$ cat src/rtl/cs_bus_arbiter_if.sv
// Shared-bus bundle between the CPU / video requesters and the arbiter.
// The master side issues requests; the slave side is the arbiter.
interface cs_bus_arbiter_if #(
  parameter int AW = 16
);
  logic          cpu_req;
  logic [AW-1:0] cpu_addr;
  logic          cpu_ack;
  logic          vid_req;
  logic [AW-1:0] vid_addr;
  logic          vid_ack;
  logic [AW-1:0] bus_addr;
  logic [3:0]    cs_n;
  logic          owner;
  logic          busy;

  modport master (
    output cpu_req, cpu_addr, vid_req, vid_addr,
    input  cpu_ack, vid_ack, bus_addr, cs_n, owner, busy
  );

  modport slave (
    input  cpu_req, cpu_addr, vid_req, vid_addr,
    output cpu_ack, vid_ack, bus_addr, cs_n, owner, busy
  );
endinterface

$ cat src/rtl/cs_bus_arbiter.sv
// Round-robin CPU/video bus arbiter with per-bank wait states and
// active-low one-hot chip selects decoded from the top two address bits.
module cs_bus_arbiter #(
  parameter int AW  = 16,
  parameter int WS0 = 0,
  parameter int WS1 = 1,
  parameter int WS2 = 1,
  parameter int WS3 = 2
) (
  input  logic clk_sys,
  input  logic reset,
  cs_bus_arbiter_if.slave bus
);

  typedef enum logic [1:0] {IDLE, ACCESS, RELEASE} state_t;

  state_t        state, state_d;
  logic [1:0]    cnt, cnt_d;
  logic          last_owner, last_owner_d;
  logic [AW-1:0] bus_addr_q, bus_addr_d;
  logic [3:0]    cs_n_q, cs_n_d;
  logic          owner_q, owner_d;
  logic          cpu_ack_q, cpu_ack_d;
  logic          vid_ack_q, vid_ack_d;
  logic          busy_q, busy_d;
  logic          grant_vid;
  logic [AW-1:0] win_addr;

  function automatic logic [1:0] ws_of(input logic [1:0] bank);
    case (bank)
      2'd0:    ws_of = 2'(WS0);
      2'd1:    ws_of = 2'(WS1);
      2'd2:    ws_of = 2'(WS2);
      default: ws_of = 2'(WS3);
    endcase
  endfunction

  function automatic logic [3:0] cs_of(input logic [1:0] bank);
    cs_of = ~(4'b0001 << bank);
  endfunction

  // On a tie the requester that did not win last time gets the bus.
  assign grant_vid = bus.vid_req && (!bus.cpu_req || !last_owner);
  assign win_addr  = grant_vid ? bus.vid_addr : bus.cpu_addr;

  always_comb begin
    state_d      = state;
    cnt_d        = cnt;
    last_owner_d = last_owner;
    bus_addr_d   = bus_addr_q;
    owner_d      = owner_q;
    cs_n_d       = 4'b1111;
    cpu_ack_d    = 1'b0;
    vid_ack_d    = 1'b0;
    busy_d       = 1'b0;
    case (state)
      IDLE: begin
        if (bus.cpu_req || bus.vid_req) begin
          state_d      = ACCESS;
          bus_addr_d   = win_addr;
          owner_d      = grant_vid;
          last_owner_d = grant_vid;
          cnt_d        = ws_of(win_addr[AW-1:AW-2]);
          cs_n_d       = cs_of(win_addr[AW-1:AW-2]);
          busy_d       = 1'b1;
        end
      end
      ACCESS: begin
        busy_d = 1'b1;
        if (cnt == 2'd0) begin
          state_d   = RELEASE;
          cpu_ack_d = !owner_q;
          vid_ack_d = owner_q;
        end else begin
          cnt_d  = cnt - 2'd1;
          cs_n_d = cs_of(bus_addr_q[AW-1:AW-2]);
        end
      end
      RELEASE: state_d = IDLE;
      default: state_d = IDLE;
    endcase
  end

  // Outputs are registered alongside the state, so they line up with it.
  always_ff @(posedge clk_sys) begin
    if (reset) begin
      state      <= IDLE;
      cnt        <= 2'd0;
      last_owner <= 1'b1;
      bus_addr_q <= '0;
      owner_q    <= 1'b0;
      cs_n_q     <= 4'b1111;
      cpu_ack_q  <= 1'b0;
      vid_ack_q  <= 1'b0;
      busy_q     <= 1'b0;
    end else begin
      state      <= state_d;
      cnt        <= cnt_d;
      last_owner <= last_owner_d;
      bus_addr_q <= bus_addr_d;
      owner_q    <= owner_d;
      cs_n_q     <= cs_n_d;
      cpu_ack_q  <= cpu_ack_d;
      vid_ack_q  <= vid_ack_d;
      busy_q     <= busy_d;
    end
  end

  assign bus.bus_addr = bus_addr_q;
  assign bus.cs_n     = cs_n_q;
  assign bus.owner    = owner_q;
  assign bus.cpu_ack  = cpu_ack_q;
  assign bus.vid_ack  = vid_ack_q;
  assign bus.busy     = busy_q;

endmodule

$ cat src/flat_wrapper.sv
// flat-port wrapper written by rule: the top's interface ports become plain ports
module cs_bus_arbiter_flat 
#(
  parameter int AW  = 16,
  parameter int WS0 = 0,
  parameter int WS1 = 1,
  parameter int WS2 = 1,
  parameter int WS3 = 2
)
  (clk_sys, reset, bus_cpu_req, bus_cpu_addr, bus_vid_req, bus_vid_addr, bus_cpu_ack, bus_vid_ack, bus_bus_addr, bus_cs_n, bus_owner, bus_busy);
  cs_bus_arbiter_if #(.AW(AW)) bus_i ();
  input  logic clk_sys;
  input  logic reset;
  input wire logic [$bits(bus_i.cpu_req)-1:0] bus_cpu_req;
  input wire logic [$bits(bus_i.cpu_addr)-1:0] bus_cpu_addr;
  input wire logic [$bits(bus_i.vid_req)-1:0] bus_vid_req;
  input wire logic [$bits(bus_i.vid_addr)-1:0] bus_vid_addr;
  output wire logic [$bits(bus_i.cpu_ack)-1:0] bus_cpu_ack;
  output wire logic [$bits(bus_i.vid_ack)-1:0] bus_vid_ack;
  output wire logic [$bits(bus_i.bus_addr)-1:0] bus_bus_addr;
  output wire logic [$bits(bus_i.cs_n)-1:0] bus_cs_n;
  output wire logic [$bits(bus_i.owner)-1:0] bus_owner;
  output wire logic [$bits(bus_i.busy)-1:0] bus_busy;
  assign bus_i.cpu_req = bus_cpu_req;
  assign bus_i.cpu_addr = bus_cpu_addr;
  assign bus_i.vid_req = bus_vid_req;
  assign bus_i.vid_addr = bus_vid_addr;
  assign bus_cpu_ack = bus_i.cpu_ack;
  assign bus_vid_ack = bus_i.vid_ack;
  assign bus_bus_addr = bus_i.bus_addr;
  assign bus_cs_n = bus_i.cs_n;
  assign bus_owner = bus_i.owner;
  assign bus_busy = bus_i.busy;
  cs_bus_arbiter #(.AW(AW), .WS0(WS0), .WS1(WS1), .WS2(WS2), .WS3(WS3)) u_core (.clk_sys(clk_sys), .reset(reset), .bus(bus_i));
endmodule
$ cat config.mk
export PLATFORM = sky130hd
export DESIGN_NAME = cs_bus_arbiter_flat
export DESIGN_NICKNAME = d
export VERILOG_FILES = /design/src/rtl/cs_bus_arbiter_if.sv /design/src/rtl/cs_bus_arbiter.sv /design/src/flat_wrapper.sv
export SDC_FILE = /design/constraint.sdc
export NUM_CORES = 1
export LEC_CHECK = 0
export BUFFER_PORTS_ARGS = -buffer_cell sky130_fd_sc_hd__buf_4
export CORE_AREA = 2 2 56 58
export CTS_BUF_LIST = sky130_fd_sc_hd__clkbuf_8
export CTS_CLUSTER_SIZE = 25
export DETAILED_ROUTE_END_ITERATION = 7
export DIE_AREA = 0 0 58 60
export GPL_ROUTABILITY_DRIVEN = 0
export PLACE_DENSITY = 0.82
export SLEW_MARGIN = 40
export SYNTH_ARGS = -nofsm -noshare
export SYNTH_HDL_FRONTEND = slang
export SYNTH_SLANG_ARGS = --single-unit
$ cat constraint.sdc
create_clock -name clk_sys -period 3.15 [get_ports clk_sys]
set_input_delay 0 -clock clk_sys [delete_from_list [all_inputs] [get_ports clk_sys]]
set_output_delay 0 -clock clk_sys [all_outputs]
set_load 0.005 [all_outputs]
==> impl_metrics.env, run 1 <==
export IMPL_outcome="finished, final reports clean"
export IMPL_drt_pre_antenna_iters=4
export IMPL_grt_max_degree=26
export IMPL_slew_viol_final=0
export IMPL_r2r_start="u_core.state[0]"
export IMPL_criticalPathCategory="reg -> reg"
export IMPL_overflow=0
export IMPL_p_sw_share_pct=29.4
export IMPL_hold_violations=0
export IMPL_synth_cell_area_um2=1390
export IMPL_cp_end_kind="register"
export IMPL_die_h_um=60
export IMPL_drcViolationCount=0
export IMPL_p_comb_share_pct=28.1
export IMPL_ys_ff_latch=29
export IMPL_route_vias_total=1274
export IMPL_clock_root_buffer="clkbuf_8"
export IMPL_wl_per_cell_um=13.4
export IMPL_io_pins=60
export IMPL_setup_violations=0
export IMPL_clk_path_buf_depth=2
export IMPL_viasPerCell=5.47
export IMPL_grt_pass1_vias=1192
export IMPL_fmax_mhz=553
export IMPL_slew_headroom_pct=45.3
export IMPL_grt_pass1_wl_um=5080
export IMPL_place_hpwl_um=2360
export IMPL_hold_slack_ps=56.4
export IMPL_numCtsBuffers=5
export IMPL_core_area_um2=2900
export IMPL_rsz0062_at_grt="false"
export IMPL_cts_tree="done"
export IMPL_min_path_type="in -> reg"
export IMPL_yosysSeqAreaShare_pct=41.7
export IMPL_worstPathRequired_ps=3340
export IMPL_powerDensity_nw_per_um2=596
export IMPL_cts_resized=0
export IMPL_clock_sinks=29
export IMPL_diodes=0
export IMPL_synth_cell_types=38
export IMPL_mappedNetlistNets=179
export IMPL_crit_path_start_kind="register"
export IMPL_power_internal_uw=787
export IMPL_hold_start="bus_vid_req"
export IMPL_drive_gt1_share_pct=38.0
export IMPL_antenna_found_initial=0
export IMPL_syn2layout_area_growth_pct=34.4
export IMPL_clkTransAtPathRegs_ps=60
export IMPL_synth_edff_count=0
export IMPL_leakage_uw=0.000846
export IMPL_synth_top_flop_cell="dfxtp_1"
export IMPL_p_clk_share_pct=29.7
export IMPL_final_nets=236
export IMPL_initial_core_util_pct=48.0
export IMPL_clk_insertion_delay_late_ps=280
export IMPL_dr_first_iter_drc_count=24
export IMPL_worst_pin_slew_ps=819
export IMPL_rows=20
export IMPL_peakVddDrop_mv=0.369
export IMPL_p_switching_uw=328
export IMPL_wirelength_um=3130
export IMPL_fin_crit_sh_pct=57.4
export IMPL_yosys_warnings=0
export IMPL_finClkSkew_ps=5.03
export IMPL_io_buffers=59
export IMPL_grt_use_total_pct=19.2
export IMPL_postCtsSetupRepairBufs=0
export IMPL_cts_hold_buffers=0
export IMPL_die_w_um=58
export IMPL_syn_mean_instance_area_um2=9.82
export IMPL_tns_ps=0
export IMPL_synthCells=142
export IMPL_setup_worst_path_start="u_core.state[0]"
export IMPL_antenna_left=0
export IMPL_worstPathArrival_ps=2000
export IMPL_dieArea_um2=3480
export IMPL_htreeDepth=2
export IMPL_finalCriticalPeriod_ps=1810
export IMPL_power_frac_seq_pct=42.2
export IMPL_async_flop_share_pct=0
export IMPL_cp_max_fo=22
export IMPL_maxCapViolations=0
## worst max-delay path, stage by stage, from the launching register on
cell	delay [ps]
dfxtp_1	420
nor3_4	670
buf_4	310
nor2_1	70
a211oi_1	240
## registers in the layout, summed over array words and instances (netlist names)
register	flops
u_core.bus.cs_n	4
u_core.bus.bus_addr	16
u_core.cnt	2
u_core.bus.owner	1
u_core.bus.busy	1
u_core.bus.vid_ack	1
u_core.last_owner	1
u_core.state	2
u_core.bus.cpu_ack	1
## placed cells by master (no fill, tap or decap)
cell      Yosys  layout
buf_4         0      60
dfxtp_1      29      29
nor2_1       24      24
mux2i_1      15      15
a211oi_1     13      13
clkbuf_8      3       7
nor3_1        6       6
nand2_1       6       6
inv_1         4       4
a22oi_1       3       3
a211oi_2      2       2
nand2b_1      2       2
nand3_1       2       2
a32oi_1       2       2
and3_1        2       2
o21ai_0       2       2
xnor2_1       2       2
a211o_1       1       1
nor3_4        1       1
a21boi_4      1       1
mux2_2        1       1
a21boi_0      1       1
and3_2        1       1
o311ai_0      1       1
nand3b_1      1       1
a21o_1        1       1
o22a_2        1       1
a221oi_1      1       1
o32ai_1       1       1
and2_1        1       1
or2b_2        1       1
nor2b_1       1       1
nor4_1        1       1
a21oi_1       1       1
ha_1          1       1
clkinv_2      0       1
## synthesized netlist by cell type, types with 2 or more instances
| library cell | number | share of area, % |
|---|---|---|
| nand2b_1 | 2 | 0.90 |
| a22oi_1 | 3 | 1.6 |
| o21ai_0 | 2 | 0.72 |
| nor3_1 | 6 | 2.2 |
| a211oi_2 | 2 | 1.8 |
| a211oi_1 | 13 | 7.0 |
| dfxtp_1 | 29 | 42 |
| clkbuf_8 | 3 | 3.0 |
| buf_6 | 4 | 3.2 |
| inv_1 | 4 | 1.1 |
| a32oi_1 | 2 | 1.3 |
| and3_1 | 2 | 0.90 |
| xnor2_1 | 2 | 1.3 |
| nor2_1 | 24 | 6.5 |
| nand2_1 | 6 | 1.6 |
| nand3_1 | 2 | 0.72 |
| mux2i_1 | 15 | 11 |
## metrics by stage
step	setup slack, ps	cell area (um2)	utilization (%)	cells	total power, uW
2_1_floorplan	1800	1390	-	142	675
3_3_place_gp	1460	1770	61.0	225	775
3_5_place_dp	1360	1770	61.0	225	792
4_1_cts	1360	1870	64.5	233	1120
5_1_grt	1180	1870	64.5	233	1180
6_report	1340	1870	64.5	233	1120
## layer usage
layer | track usage (%) | up-vias | part of all wire (%)
met3 | 6.49 | 6 | 8.0
met2 | 33.9 | 52 | 50
met1 | 21.3 | 588 | 40
li1 | - | 628 | -
met4 | 7.64 | 0 | 1.5
met5 | 0 | - | 0
## cell families after synthesis
family	count (synthesis)	synth area share, %
xor+xnor	2	1.26
fa+ha+maj	1	0.898
buf+inv	14	9.24
simple gates	49	17.0
compound gates	31	18.4
mux	16	11.6
flops	29	41.7
## power by group through the flow
stage / combinational, uW / sequential (uW) / clock, uW
after CTS: 317 / 469 / 338
final: 314 / 471 / 331
after floorplan: 207 / 468 / 0
after global routing: 348 / 478 / 354
after global placement: 301 / 474 / 0
after detailed placement: 317 / 476 / 0
## final cells by class
class                   count  area, um2
fillers                   248       1030
well taps                  33       41.3
repair buffers             60        450
clock inverters             1       5.00
clock buffers               7       96.3
inverters                   4       15.0
multi-input cells          99        684
flip-flops and latches     29        581
## final timing paths
path                            end  slack, ps  depth (start not counted)
max          u_core.bus.bus_addr[9]       1340                          4
min                 u_core.bus.busy         60                          3
max reg2reg  u_core.bus.bus_addr[9]       1340                          4
min reg2reg      u_core.bus.cpu_ack        460                          1
Power figures use the tool's default switching activity.
==> inputs of run 2 (changes only) <==
CORE_AREA = 2 2 57 59   (was 2 2 56 58)
DIE_AREA = 0 0 59 61   (was 0 0 58 60)
PLACE_DENSITY = 0.79   (was 0.82)
clock period = 1.7 ns   (was 3.15 ns; I/O delays follow)
==> run 2 against run 1 <==
Net effect: sequential share of layout area shrank 0.25 points; die area grew 3.4%; hold slack better by 6.0 ps; first-iteration DRC count is 120% higher; maximum frequency up 22%; clock-buffer cell count is the same; flip-flop and latch count is the same; setup slack worse by 1100 ps; clock power grew 89%; critical path depth rose by 1; final cell count grew 0.86%; critical path type unchanged; critical endpoint is now u_core.cnt[0]; largest cell class unchanged; highest routed layer unchanged.
==> impl_metrics.env, run 2 (synthesis results as in run 1) <==
export IMPL_outcome="finished, final reports clean"
export IMPL_grt_pass1_wl_um=4760
export IMPL_clk_insertion_delay_late_ps=280
export IMPL_clock_root_buffer="clkbuf_8"
export IMPL_powerDensity_nw_per_um2=1100
export IMPL_cp_max_fo=8
export IMPL_top_layer="met4"
export IMPL_r2r_start="u_core.cnt[0]"
export IMPL_min_path_type="in -> reg"
export IMPL_drcViolationCount=0
export IMPL_hold_violations=0
export IMPL_rows=20
export IMPL_layout_commonest_cell="buf_4"
export IMPL_antenna_left=0
export IMPL_leakage_uw=0.000856
export IMPL_grt_max_degree=26
export IMPL_setup_worst_path_start="u_core.cnt[0]"
export IMPL_crit_path_start_kind="register"
export IMPL_placed_cell_area_um2=1790
export IMPL_criticalPathCategory="reg -> reg"
export IMPL_htreeDepth=2
export IMPL_clkTransAtPathRegs_ps=60
export IMPL_dieArea_um2=3600
export IMPL_die_w_um=59
export IMPL_io_buffers=59
export IMPL_maxCapViolations=0
export IMPL_postCtsSetupRepairBufs=0
export IMPL_p_sw_share_pct=29.2
export IMPL_overflow=0
export IMPL_core_area_um2=2950
export IMPL_grt_pass1_vias=1125
export IMPL_setup_violations=0
export IMPL_slew_headroom_pct=73.6
export IMPL_die_h_um=61
export IMPL_wl_per_cell_um=12.5
export IMPL_met2WireLength_um=1380
export IMPL_tns_ps=0
export IMPL_p_clk_share_pct=30.1
export IMPL_drt_pre_antenna_iters=4
export IMPL_worstPathRequired_ps=1860
export IMPL_wirelength_um=2930
export IMPL_grt_use_total_pct=18.2
export IMPL_slew_viol_final=0
export IMPL_fmax_mhz=675
export IMPL_p_switching_uw=605
export IMPL_stdcell_area_um2=1890
export IMPL_drt_met1_wl_um=1230
export IMPL_rsz0062_at_grt="false"
export IMPL_finalCriticalPeriod_ps=1480
export IMPL_p_comb_share_pct=28.0
export IMPL_route_vias_total=1218
export IMPL_finClkSkew_ps=3.72
export IMPL_power_frac_seq_pct=41.9
export IMPL_initial_core_util_pct=47.2
export IMPL_cts_tree="done"
export IMPL_clk_path_buf_depth=2
export IMPL_cp_end_kind="register"
export IMPL_peakVddDrop_mv=0.697
export IMPL_viasPerCell=5.18
export IMPL_power_internal_uw=1470
export IMPL_fin_util_pct=63.9
export IMPL_cts_resized=0
export IMPL_dr_first_iter_drc_count=52
export IMPL_routed_wl_met3_um=263
export IMPL_cts_hold_buffers=0
export IMPL_drive_gt1_share_pct=38.6
export IMPL_io_pins=60
export IMPL_final_nets=238
export IMPL_final_cell_mix="62 x buf_4, 29 x dfxtp_1, 24 x nor2_1"
export IMPL_finalPower_uw=2070
export IMPL_diodes=0
export IMPL_worstPathArrival_ps=1640
export IMPL_worst_pin_slew_ps=396
export IMPL_place_hpwl_um=2230
export IMPL_largest_reg_flops=16
export IMPL_clock_sinks=29
export IMPL_hold_start="bus_cpu_addr[3]"
export IMPL_antenna_found_initial=0
export IMPL_syn2layout_area_growth_pct=35.5
export IMPL_numCtsBuffers=5
export IMPL_place_ws_ps=206
export IMPL_fin_crit_sh_pct=87.2
export IMPL_final_setup_worst_slack_ps=218
-- run 2: area by class of cell --
type                            count  area [um2]
Clock buffer                        7        96.3
Fill cell                         248        1060
Timing Repair Buffer               62         465
Sequential cell                    29         581
Clock inverter                      1        5.00
Inverter                            4        15.0
Tap cell                           33        41.3
Multi-Input combinational cell     99         684
-- run 2: power groups by stage --
| stage | Clock, uW | Combinational, uW | Sequential [uW] |
|---|---|---|---|
| 2_1_floorplan | 0 | 383 | 867 |
| 5_1_grt | 657 | 650 | 884 |
| 4_1_cts | 633 | 587 | 869 |
| 3_5_place_dp | 0 | 585 | 883 |
| 6_report | 624 | 579 | 868 |
| 3_3_place_gp | 0 | 570 | 874 |
-- run 2: through the flow --
stage               hold slack [ps]  std cells
floorplan                       179        142
global placement                349        227
detailed placement              361        227
CTS                            56.4        235
global route                   85.0        235
finish                         62.3        235
-- run 2: routing by layer --
layer	up-vias	GRT usage [%]
met1	534	20.2
met2	51	29.7
met3	5	6.61
met5	-	0
met4	0	11.4
li1	628	-
-- run 2: critical path, stage by stage, from the launching register on --
cell and delay, ps:
dfxtp_1 360, inv_1 50, ha_1 270, a211o_1 370
a22oi_1 200, o32ai_1 110
-- run 2: worst paths after layout --
| check | slack [ps] | endpoint | cells after the start |
|---|---|---|---|
| worst max register to register | 220 | u_core.cnt[0] | 5 |
| worst min-delay path | 60 | u_core.bus.bus_addr[3] | 3 |
| worst min register to register | 460 | u_core.bus.cpu_ack | 1 |
| worst max-delay path | 220 | u_core.cnt[0] | 5 |
==> inputs of run 3 (changes only) <==
CORE_AREA = 10 10 65 67   (was 2 2 57 59)
DIE_AREA = 0 0 75 77   (was 0 0 59 61)
==> run 3 against run 2 <==
Net effect: critical path type unchanged; combinational power grew 5.2%; power decreased by 2.2%; hold slack improved by 0.88 ps; largest cell class unchanged; global-route usage decreased by 5.0 points.
==> impl_metrics.env, run 3 (synthesis results as in run 1) <==
export IMPL_grt_pass1_wl_um=5980
export IMPL_drt_pre_antenna_iters=4
export IMPL_rsz0062_at_grt="false"
export IMPL_outcome="finished, final reports clean"
export IMPL_rrSetupSlack_ps=220
export IMPL_finalCriticalPeriod_ps=1480
export IMPL_drive_gt1_share_pct=38.4
export IMPL_initial_core_util_pct=46.8
export IMPL_clk_path_buf_depth=2
export IMPL_peakVddDrop_mv=0.509
export IMPL_fin_util_pct=63.4
export IMPL_diodes=0
export IMPL_htreeDepth=2
export IMPL_setup_violations=0
export IMPL_postCtsSetupRepairBufs=0
export IMPL_powerDensity_nw_per_um2=1070
export IMPL_cts_resized=0
export IMPL_final_nets=240
export IMPL_fillers=250
export IMPL_antenna_found_initial=0
export IMPL_final_cell_mix="64 x buf_4, 29 x dfxtp_1, 24 x nor2_1"
export IMPL_layout_commonest_cell="buf_4"
export IMPL_dr_first_iter_drc_count=100
export IMPL_path_delay_family="compound AO/OA/AOI/OAI gates"
export IMPL_die_h_um=77
export IMPL_worst_pin_slew_ps=336
export IMPL_final_setup_worst_slack_ps=221
export IMPL_maxCapViolations=0
export IMPL_wl_per_cell_um=15.3
export IMPL_clock_root_buffer="clkbuf_8"
export IMPL_die_w_um=75
export IMPL_clock_sinks=29
export IMPL_grt_use_total_pct=13.2
export IMPL_antenna_left=0
export IMPL_slew_viol_final=0
export IMPL_hold_violations=0
export IMPL_cp_slowest_cell="a211o_1"
export IMPL_leakage_uw=0.000860
export IMPL_numCtsBuffers=5
export IMPL_clkTransAtPathRegs_ps=60
export IMPL_cp_max_fo=8
export IMPL_slowest_delay_ps=370
export IMPL_cts_tree="done"
export IMPL_finalPower_uw=2030
export IMPL_fin_crit_sh_pct=87.0
export IMPL_setup_worst_path_start="u_core.cnt[0]"
export IMPL_overflow=0
export IMPL_drcViolationCount=0
export IMPL_core_area_um2=2980
export IMPL_criticalPathCategory="reg -> reg"
export IMPL_crit_cells=5
export IMPL_stdcell_area_um2=1890
export IMPL_worstSetupEndpoint="u_core.cnt[0]"
export IMPL_largest_reg_flops=16
export IMPL_dieArea_um2=5780
export IMPL_syn2layout_area_growth_pct=35.5
export IMPL_crit_path_start_kind="register"
export IMPL_rows=20
export IMPL_timing_rr_end="u_core.cnt[0]"
export IMPL_route_vias_total=1261
export IMPL_reg2reg_depth=5
export IMPL_worstPathRequired_ps=1860
export IMPL_viasPerCell=5.34
export IMPL_wirelength_um=3610
export IMPL_place_ws_ps=227
export IMPL_path_buf_inv=1
export IMPL_grt_pass1_vias=1308
export IMPL_worstPathCellList="inv_1 -> ha_1 -> a211o_1 -> a22oi_1 -> o32ai_1"
export IMPL_min_path_type="in -> reg"
export IMPL_cts_hold_buffers=0
export IMPL_place_hpwl_um=2930
export IMPL_io_pins=60
export IMPL_grt_max_degree=26
export IMPL_slew_headroom_pct=77.6
export IMPL_worstPathArrival_ps=1640
export IMPL_placed_cell_area_um2=1800
export IMPL_r2r_start="u_core.cnt[0]"
export IMPL_fmax_mhz=676
export IMPL_finClkSkew_ps=3.12
export IMPL_cp_end_kind="register"
export IMPL_io_buffers=59
export IMPL_tns_ps=0
export IMPL_clk_insertion_delay_late_ps=280
## run 3: cell count changes in the layout (fill, tap and decap cells not counted), sizes merged
cell / delta
buf: +2
clkbuf: -1
clkinv: -1
inv: +1
## run 3: through the flow
| step | instances | hold WS (ps) |
|---|---|---|
| 2_1_floorplan | 142 | 179 |
| 3_3_place_gp | 229 | 345 |
| 3_5_place_dp | 229 | 359 |
| 4_1_cts | 236 | 62.5 |
| 5_1_grt | 236 | 65.4 |
| 6_report | 236 | 63.2 |
## run 3: worst min path at each step
| stage | start | endpoint | slack (ps) | cells after the start |
|---|---|---|---|---|
| 3_3_place_gp | bus_vid_req | u_core.bus.busy | 340 | 3 |
| 4_1_cts | bus_cpu_addr[13] | u_core.bus.bus_addr[13] | 60 | 3 |
| 6_report | bus_cpu_addr[13] | u_core.bus.bus_addr[13] | 60 | 3 |
| 2_1_floorplan | bus_vid_req | u_core.bus.busy | 180 | 2 |
| 5_1_grt | bus_cpu_addr[13] | u_core.bus.bus_addr[13] | 70 | 3 |
| 3_5_place_dp | bus_cpu_addr[13] | u_core.bus.bus_addr[13] | 360 | 3 |
## run 3: layout make-up
type / count / area (um2) / share of cell area [%]
multi-input combinational: 99 / 684 / 36.2
sequential: 29 / 581 / 30.7
timing repair buffer: 64 / 480 / 25.4
clock buffer: 6 / 82.6 / 4.37
tap: 33 / 41.3 / 2.19
inverter: 4 / 15.0 / 0.795
clock inverter: 1 / 3.75 / 0.199
## run 3: routing by layer
| metal | routed length [um] | vias up | global-route usage, % |
|---|---|---|---|
| li1 | - | 634 | - |
| met1 | 1380 | 576 | 13.7 |
| met2 | 1810 | 45 | 21.2 |
| met3 | 366 | 6 | 7.46 |
| met4 | 53 | 0 | 5.11 |
| met5 | 0 | - | 0 |
## run 3: worst reg2reg max path, cell delays in order (launching register included)
cell,delay [ps]
dfxtp_1,350
inv_1,50
ha_1,280
a211o_1,370
a22oi_1,200
o32ai_1,100
## run 3: power breakdown
part           internal [uW]  total [uW]  switching, uW
sequential               787         864           77.0
combinational            323         609            286
clock                    314         553            239
total                   1420        2030            603
